--- src/rtl/instr_fetch_unit.sv ---
// rtl/instr_fetch_unit.sv - fetch stage: PC, one outstanding imem read, decode handshake
module instr_fetch_unit #(
  parameter int                  PC_WIDTH    = 10,
  parameter logic [PC_WIDTH-1:0] RESET_PC    = '0,
  parameter logic [3:0]          HALT_OPCODE = 4'd15
) (
  input  logic                clk,
  input  logic                rst,
  output logic                imem_req,
  output logic [PC_WIDTH-1:0] imem_addr,
  input  logic                imem_ack,
  input  logic [9:0]          imem_rdata,
  input  logic                branch_valid,
  input  logic [PC_WIDTH-1:0] branch_target,
  output logic                instr_valid,
  input  logic                instr_ready,
  output logic [PC_WIDTH-1:0] pc_out,
  output logic [3:0]          opcode,
  output logic [3:0]          read_i1_write_i,
  output logic [4:0]          five_to_one,
  output logic [5:0]          read_i2_write_d,
  output logic [1:0]          one_to_zero,
  output logic                bit0,
  output logic                halted
);

  localparam logic [1:0] S_FETCH = 2'd0;
  localparam logic [1:0] S_FULL  = 2'd1;
  localparam logic [1:0] S_HALT  = 2'd2;

  localparam logic [PC_WIDTH-1:0] PC_ONE = {{(PC_WIDTH-1){1'b0}}, 1'b1};

  logic [1:0]          state;
  logic [PC_WIDTH-1:0] pc;
  logic [PC_WIDTH-1:0] redir_tgt;
  logic                redir_pend;
  logic                started;
  logic [9:0]          instr;
  logic                fetch_done;

  // started holds imem_req low for the first cycle after reset is released
  assign imem_req    = (state == S_FETCH) && started;
  assign imem_addr   = pc;
  assign fetch_done  = imem_req && imem_ack;
  assign instr_valid = (state == S_FULL);
  assign halted      = (state == S_HALT);

  assign opcode          = instr[9:6];
  assign read_i1_write_i = instr[5:2];
  assign five_to_one     = instr[5:1];
  assign read_i2_write_d = instr[5:0];
  assign one_to_zero     = instr[1:0];
  assign bit0            = instr[0];

  always_ff @(posedge clk) begin
    if (rst) begin
      state      <= S_FETCH;
      pc         <= RESET_PC;
      pc_out     <= '0;
      instr      <= '0;
      redir_pend <= 1'b0;
      redir_tgt  <= '0;
      started    <= 1'b0;
    end else begin
      started <= 1'b1;
      case (state)
        S_FETCH: begin
          if (fetch_done) begin
            // A redirect seen during this request turns the returned word into a discard
            if (branch_valid) begin
              pc <= branch_target;
            end else if (redir_pend) begin
              pc <= redir_tgt;
            end else begin
              instr  <= imem_rdata;
              pc_out <= pc;
              pc     <= pc + PC_ONE;
              state  <= S_FULL;
            end
            redir_pend <= 1'b0;
          end else if (branch_valid) begin
            redir_pend <= 1'b1;
            redir_tgt  <= branch_target;
          end
        end
        S_FULL: begin
          if (branch_valid) begin
            pc    <= branch_target;
            state <= S_FETCH;
          end else if (instr_ready) begin
            state <= (opcode == HALT_OPCODE) ? S_HALT : S_FETCH;
          end
        end
        S_HALT: begin
          if (branch_valid) begin
            pc    <= branch_target;
            state <= S_FETCH;
          end
        end
        default: state <= S_FETCH;
      endcase
    end
  end

endmodule
--- config.mk ---
export PLATFORM = sky130hd
export DESIGN_NAME = instr_fetch_unit
export DESIGN_NICKNAME = d
export VERILOG_FILES = /design/src/rtl/instr_fetch_unit.sv
export SDC_FILE = /design/constraint.sdc
export NUM_CORES = 1
export LEC_CHECK = 0
export CAP_MARGIN = 20
export CORE_ASPECT_RATIO = 1.4
export CORE_MARGIN = 2
export CORE_UTILIZATION = 41
export CTS_CLUSTER_SIZE = 8
export DETAILED_ROUTE_END_ITERATION = 16
export HOLD_SLACK_MARGIN = 0.02
export PLACE_DENSITY = 0.85
export REMOVE_ABC_BUFFERS = 1
export SKIP_CTS_REPAIR_TIMING = 1
export SYNTH_ARGS = -nofsm -noshare
export SYNTH_HDL_FRONTEND = slang
export SYNTH_SLANG_ARGS = --single-unit
--- constraint.sdc ---
create_clock -name clk -period 1.6 [get_ports clk]
set_input_delay 0.4 -clock clk [delete_from_list [all_inputs] [get_ports clk]]
set_output_delay 0.4 -clock clk [all_outputs]
set_load 0.1 [all_outputs]
# Word-level counts from Yosys, hierarchy flattened

Index checks and enable logic that the tools add are counted.

Register bits after elaboration: 44
Input port bits: 25
Output and inout port bits: 45
Word-level logic and storage cells: 47

$add $sub $neg: 1
Equality and inequality tests: 9
Multiplexer cells: 16
Bitwise logic cells: 3
Reduce and logical (&&, ||, !) cells: 11

Operators with widths:

| kind                    | count |
|---|---|
| $mux W10                | 4 |
| $pmux W10 S2            | 1 |
| $mux W2                 | 7 |
| $add A10 B1 Y10 const B | 1 |
| $ne A2 B2 Y1 const B    | 4 |
| $pmux W2 S3             | 1 |
| $reduce_and A3 Y1       | 2 |
| $reduce_and A5 Y1       | 1 |
| $eq A4 B4 Y1 const B    | 1 |
| $reduce_and A4 Y1       | 1 |
| $reduce_bool A2 Y1      | 2 |
| $mux W1                 | 3 |
| $ne A3 B2 Y1 const B    | 1 |
| $not A1 Y1              | 3 |
| $eq A2 B1 Y1 const B    | 1 |
| $eq A2 B2 Y1 const B    | 1 |
| $logic_and A1 B1 Y1     | 2 |
| $logic_not A2 Y1        | 1 |
| $ne A2 B1 Y1 const B    | 1 |
| $reduce_and A2 Y1       | 1 |
| $reduce_or A2 Y1        | 1 |

# Depth between registers and ports, before layout

Depth in word-level cells: 5
Mapped depth: 7
Gate-level depth less buffers: 6

# Worst setup path before layout

OpenSTA, ideal clock, no wires.

Kind: reg-to-reg
Start: reg pc[0] (netlist: imem_addr[0])
End: reg pc[8] (netlist: imem_addr[8])
Setup time: 75 ps
Arrival: 2130 ps
Required time: 1525 ps
Slack: -605 ps
Stages on the path, launching flop included: 6
Buffers on the path: 0
Clock period less this slack: 2205 ps
Path through: dfxtp_1 -> ha_1 -> nand3_1 -> or3_1 -> a31o_1 -> a31oi_1

Longest elaborated chain between the ends: 5

RTL lines:

| element                | line | source |
|---|---|---|
| start, declared        | 34   | `logic [PC_WIDTH-1:0] pc;` |
| start signal, assigned | 71   | `pc <= branch_target;` |
| start signal, assigned | 73   | `pc <= redir_tgt;` |
| start signal, assigned | 77   | `pc <= pc + PC_ONE;` |
| $add A10 B1 Y10        | 77   |  |
| $mux W10               | 72   | `end else if (redir_pend) begin` |
| $mux W10               | 70   | `if (branch_valid) begin` |
| $mux W10               | 68   | `if (fetch_done) begin` |
| $pmux W10 S2           | 66   | `case (state)` |

Every way passes these cells. The select of a mux whose other input is x is not followed.
A chain may end at the register's enable or synchronous reset.

# Final worst setup path

Start: reg state[1]
End: out imem_req

Longest elaborated chain between the ends: 2

RTL lines:

| element                | line | source |
|---|---|---|
| start, declared        | 33   | `logic [1:0] state;` |
| start signal, assigned | 91   | `state <= (opcode == HALT_OPCODE) ? S_HALT : S_FETCH;` |
| $logic_not A2 Y1       | 42   | `assign imem_req = (state == S_FETCH) && started;` |
| $logic_and A1 B1 Y1    | 42   |  |
| end, declared          | 9    | `output logic imem_req,` |

Every way passes these cells.

==> implementation parameters <==
Parameter                              Value

Finish
  Area growth, synth to finish ... 71.2%
  Final design area excluding fillers ... 3580 um2
  Commonest non-fill, non-tap cell in the layout ... sky130_fd_sc_hd__nand2_1
  Total Nets Final ... 365
  Sequential cell area ... 883 um2
  Most used cells in the layout excluding fill and tap cells ... sky130_fd_sc_hd__nand2_1 (52), sky130_fd_sc_hd__buf_12 (49), sky130_fd_sc_hd__dfxtp_1 (42)
  Antenna diode count ... 0
  Fraction of layout instances using a drive strength above 1 ... 0.286
  Count of filler cells inserted in the layout ... 333
  Area of the multi-input gates ... 1060 um2
  Final standard cell count with taps included and fillers excluded ... 400

Floorplan
  Die Y ... 88.5 um
  Die width ... 64.4 um
  Core ar. ... 4880 um2
  IO Pins ... 70
  Initial Util ... 0.428
  Number of rows in the core area ... 30
  Die outline area ... 5690 um2

Pwr
  Switching power ... roughly 0.99 mW
  Switching Fraction ... 0.350
  Int Pwr ... ~1.8 mW
  Clk pwr share ... 0.229
  Worst vdd ir ... 0.779 mV
  Fraction of power consumed by combinational cells ... 0.343
  Leak pwr ... 1.37 nW
  Relative contribution of sequential cells to total power ... 0.428
  Total power density per cell area ... a little under 800 nW/um2

Clocking
  Number of buffers added by the clock tree synthesis step ... 5
  Root buf cell ... sky130_fd_sc_hd__clkbuf_8
  CTS Buffer Depth ... 2
  Clock latency at the later pin of the worst-skew pair ... ~0.30 ns
  Htree depth ... 2
  Number of sinks on the clock net ... 44
  Clock tree from TritonCTS ... done
  Clock transition at the registers of the reported paths ... approximately 0.070 ns

Global route
  Vias in the first global route ... between 2000 and 2500
  Aggregate global routing overflow ... 0
  Pin count of the biggest net entering global routing ... 37
  Wire length of the first global-routing pass ... approximately 9500 um
  Initial antenna violation count ... 0
  Overall global routing resource usage ... 0.214

Setup path
  Crit path arrival time ... between 1 and 1.5 ns
  Crit path capture type ... output pin
  Type of element launching the critical path ... flip-flop
  Largest driver fanout on the critical path ... 5
  Required time worst endpoint ... 1.20 ns
  Setup Crit Path Kind ... reg -> out

Synth
  Area fraction in and, or, nand and nor cells after synthesis ... 0.193
  Synthesized instance count ... 256
  Top flip-flop cell by instance count after synthesis ... sky130_fd_sc_hd__dfxtp_1
  Cell types occupying the most area after synthesis ... sky130_fd_sc_hd__dfxtp_1 (42%), sky130_fd_sc_hd__nand2_1 (9.3%), sky130_fd_sc_hd__a21oi_1 (6.7%), sky130_fd_sc_hd__mux2i_1 (6.7%), sky130_fd_sc_hd__buf_4 (4.7%)
  Ys Warns ... 0
  Post-synthesis share of cell area spent on full adders, half adders and majority gates ... 0.0239
  EDFF count, synth ... 0
  Share of the synthesized netlist area taken by xor and xnor gates ... 0.0126
  Average instance area after synthesis ... 8.17 um2
  Main combinational cell family by area after synthesis ... simple AND/OR/NAND/NOR gates
  Synth unique cells ... 37
  Post-synthesis compound-gate area fraction ... 0.191
  Share of async-settable or async-resettable flops after synthesis ... 0
  Number of synthesized register bits ... 44
  Synth area leader ... sky130_fd_sc_hd__dfxtp_1
  Cell area after synthesis ... 2090 um2
  Multiplexer share of the synthesized area ... 0.0670
  Sequential cell area fraction in the yosys report ... 0.421
  Area share of the leading cell type in the synthesized netlist ... 0.421

Routing
  Total detailed-routing wirelength ... 6110 um
  Initial DRC Count ... 108
  DR vias ... 2126
  First-pass DRT Iterations ... 4
  DRT antenna net count ... 0
  Wire length per cell ... 15.3 um
  Routed via count divided by cell count ... 5.32
  DRC violations left ... 0

Min path
  Worst hold path type ... reg -> reg

Timing
  Setup clock skew after layout ... 0.00603 ns
  Top achievable clock speed ... 619 MHz
  Worst slew slack as a fraction of its limit ... 0.772
  Final setup vio count ... 2
  Number of pins with negative max-slew slack in the final report ... 0
  Aggregate negative setup slack ... -0.0264 ns
  PnR worst setup slack ... -0.0163 ns
  Final-layout worst hold slack ... 0.497 ns
  RSZ-0062 raised after global routing ... true
  Final-report hold violation count ... 0
  Part of the cycle the worst path needs ... 1.01
  Pin slew with the least headroom to its limit ... 0.342 ns
  Minimum clock period after layout ... 1.62 ns

Run
  Number of max-capacitance violations reported ... 0

Placed design
  Count of input and output buffers ... 69
  Placed wire-length estimate ... 4400 um
  Placer congestion estimate ... 0.839
  Worst slack after detailed placement ... -0.424 ns
  Placed Instance Area ... between 3000 and 4000 um2
  Cell count after placement ... 388

Status
  Violations in the final reports ... setup timing
  Status ... finished with violations
metal layers:
layer	track usage	share of wire
met5	0	0
met4	0.110	0.027
met3	0.0560	0.049
met2	0.395	0.54
met1	0.223	0.38
cell usage after synthesis, drive strengths merged, types with 2 or more instances:
cell	count
buf	21
clkbuf	7
xor2	2
or3	3
nor2	13
nor3	3
and2	2
and3	2
mux2i	14
a21oi	28
o21ai	17
inv	6
ha	4
nand2b	3
o221a	2
a31oi	6
nand2	52
o211ai	3
dfxtp	44
a31o	2
a21o	2
nand3	6
or4	2
stage by stage:
step	power, mW	utilization
after floorplan	1.74	-
after global placement	2.15	0.697
after detailed placement	2.17	0.697
after CTS	2.82	0.713
after global routing	2.96	0.734
final	2.83	0.734
state kept, by name, indices dropped and copies added, names as in the netlist:
signal and flops:
started 1, state 2, pc_out 10, redir_pend 1, redir_tgt 10, imem_addr 10, instr 10
path summary, 6_finish.rpt:
path                                                  end                   start  slack [ns]  depth (start not counted)
worst max register to register  imem_addr[5]$_SDFFE_PP0P_   state[1]$_SDFFE_PP0P_       -0.01                          7
worst min register to register     pc_out[1]$_SDFFE_PP0P_  pc_out[1]$_SDFFE_PP0P_        0.50                          2
worst max-delay path                             imem_req   state[1]$_SDFFE_PP0P_       -0.02                          4
worst min-delay path               pc_out[1]$_SDFFE_PP0P_  pc_out[1]$_SDFFE_PP0P_        0.50                          2
critical path: stages, from the launching register on:
cell and delay (ns):
sky130_fd_sc_hd__dfxtp_2 0.34, sky130_fd_sc_hd__inv_4 0.07, sky130_fd_sc_hd__ha_4 0.16, sky130_fd_sc_hd__and2_4 0.17, sky130_fd_sc_hd__buf_12 0.17
layout make-up:
type | count | area share
clock buffers | 6 | 0.0203
clock inverters | 1 | 0.00140
inverters | 7 | 0.00804
multi-input cells | 177 | 0.297
flip-flops and latches | 44 | 0.247
well taps | 64 | 0.0224
repair buffers | 101 | 0.404
power groups by stage:
stage	registers, mW	logic (mW)	clock network [mW]
after floorplan	1.54	0.197	0
after global placement	1.23	0.920	0
after global routing	1.22	1.01	0.727
after detailed placement	1.23	0.939	0
after CTS	1.21	0.940	0.669
final	1.21	0.970	0.649
kinds of logic (layout without fill, tap and decap cells):
logic type | count (synthesis) | in the layout
buffers and inverters | 35 | 115
adders and majority gates | 4 | 4
and+or+nand+nor | 89 | 89
DFF | 44 | 44
AOI/OAI and AO/OA | 67 | 67
muxes | 14 | 14
xor gates and xnor gates | 3 | 3
Power figures use the tool's default switching activity.
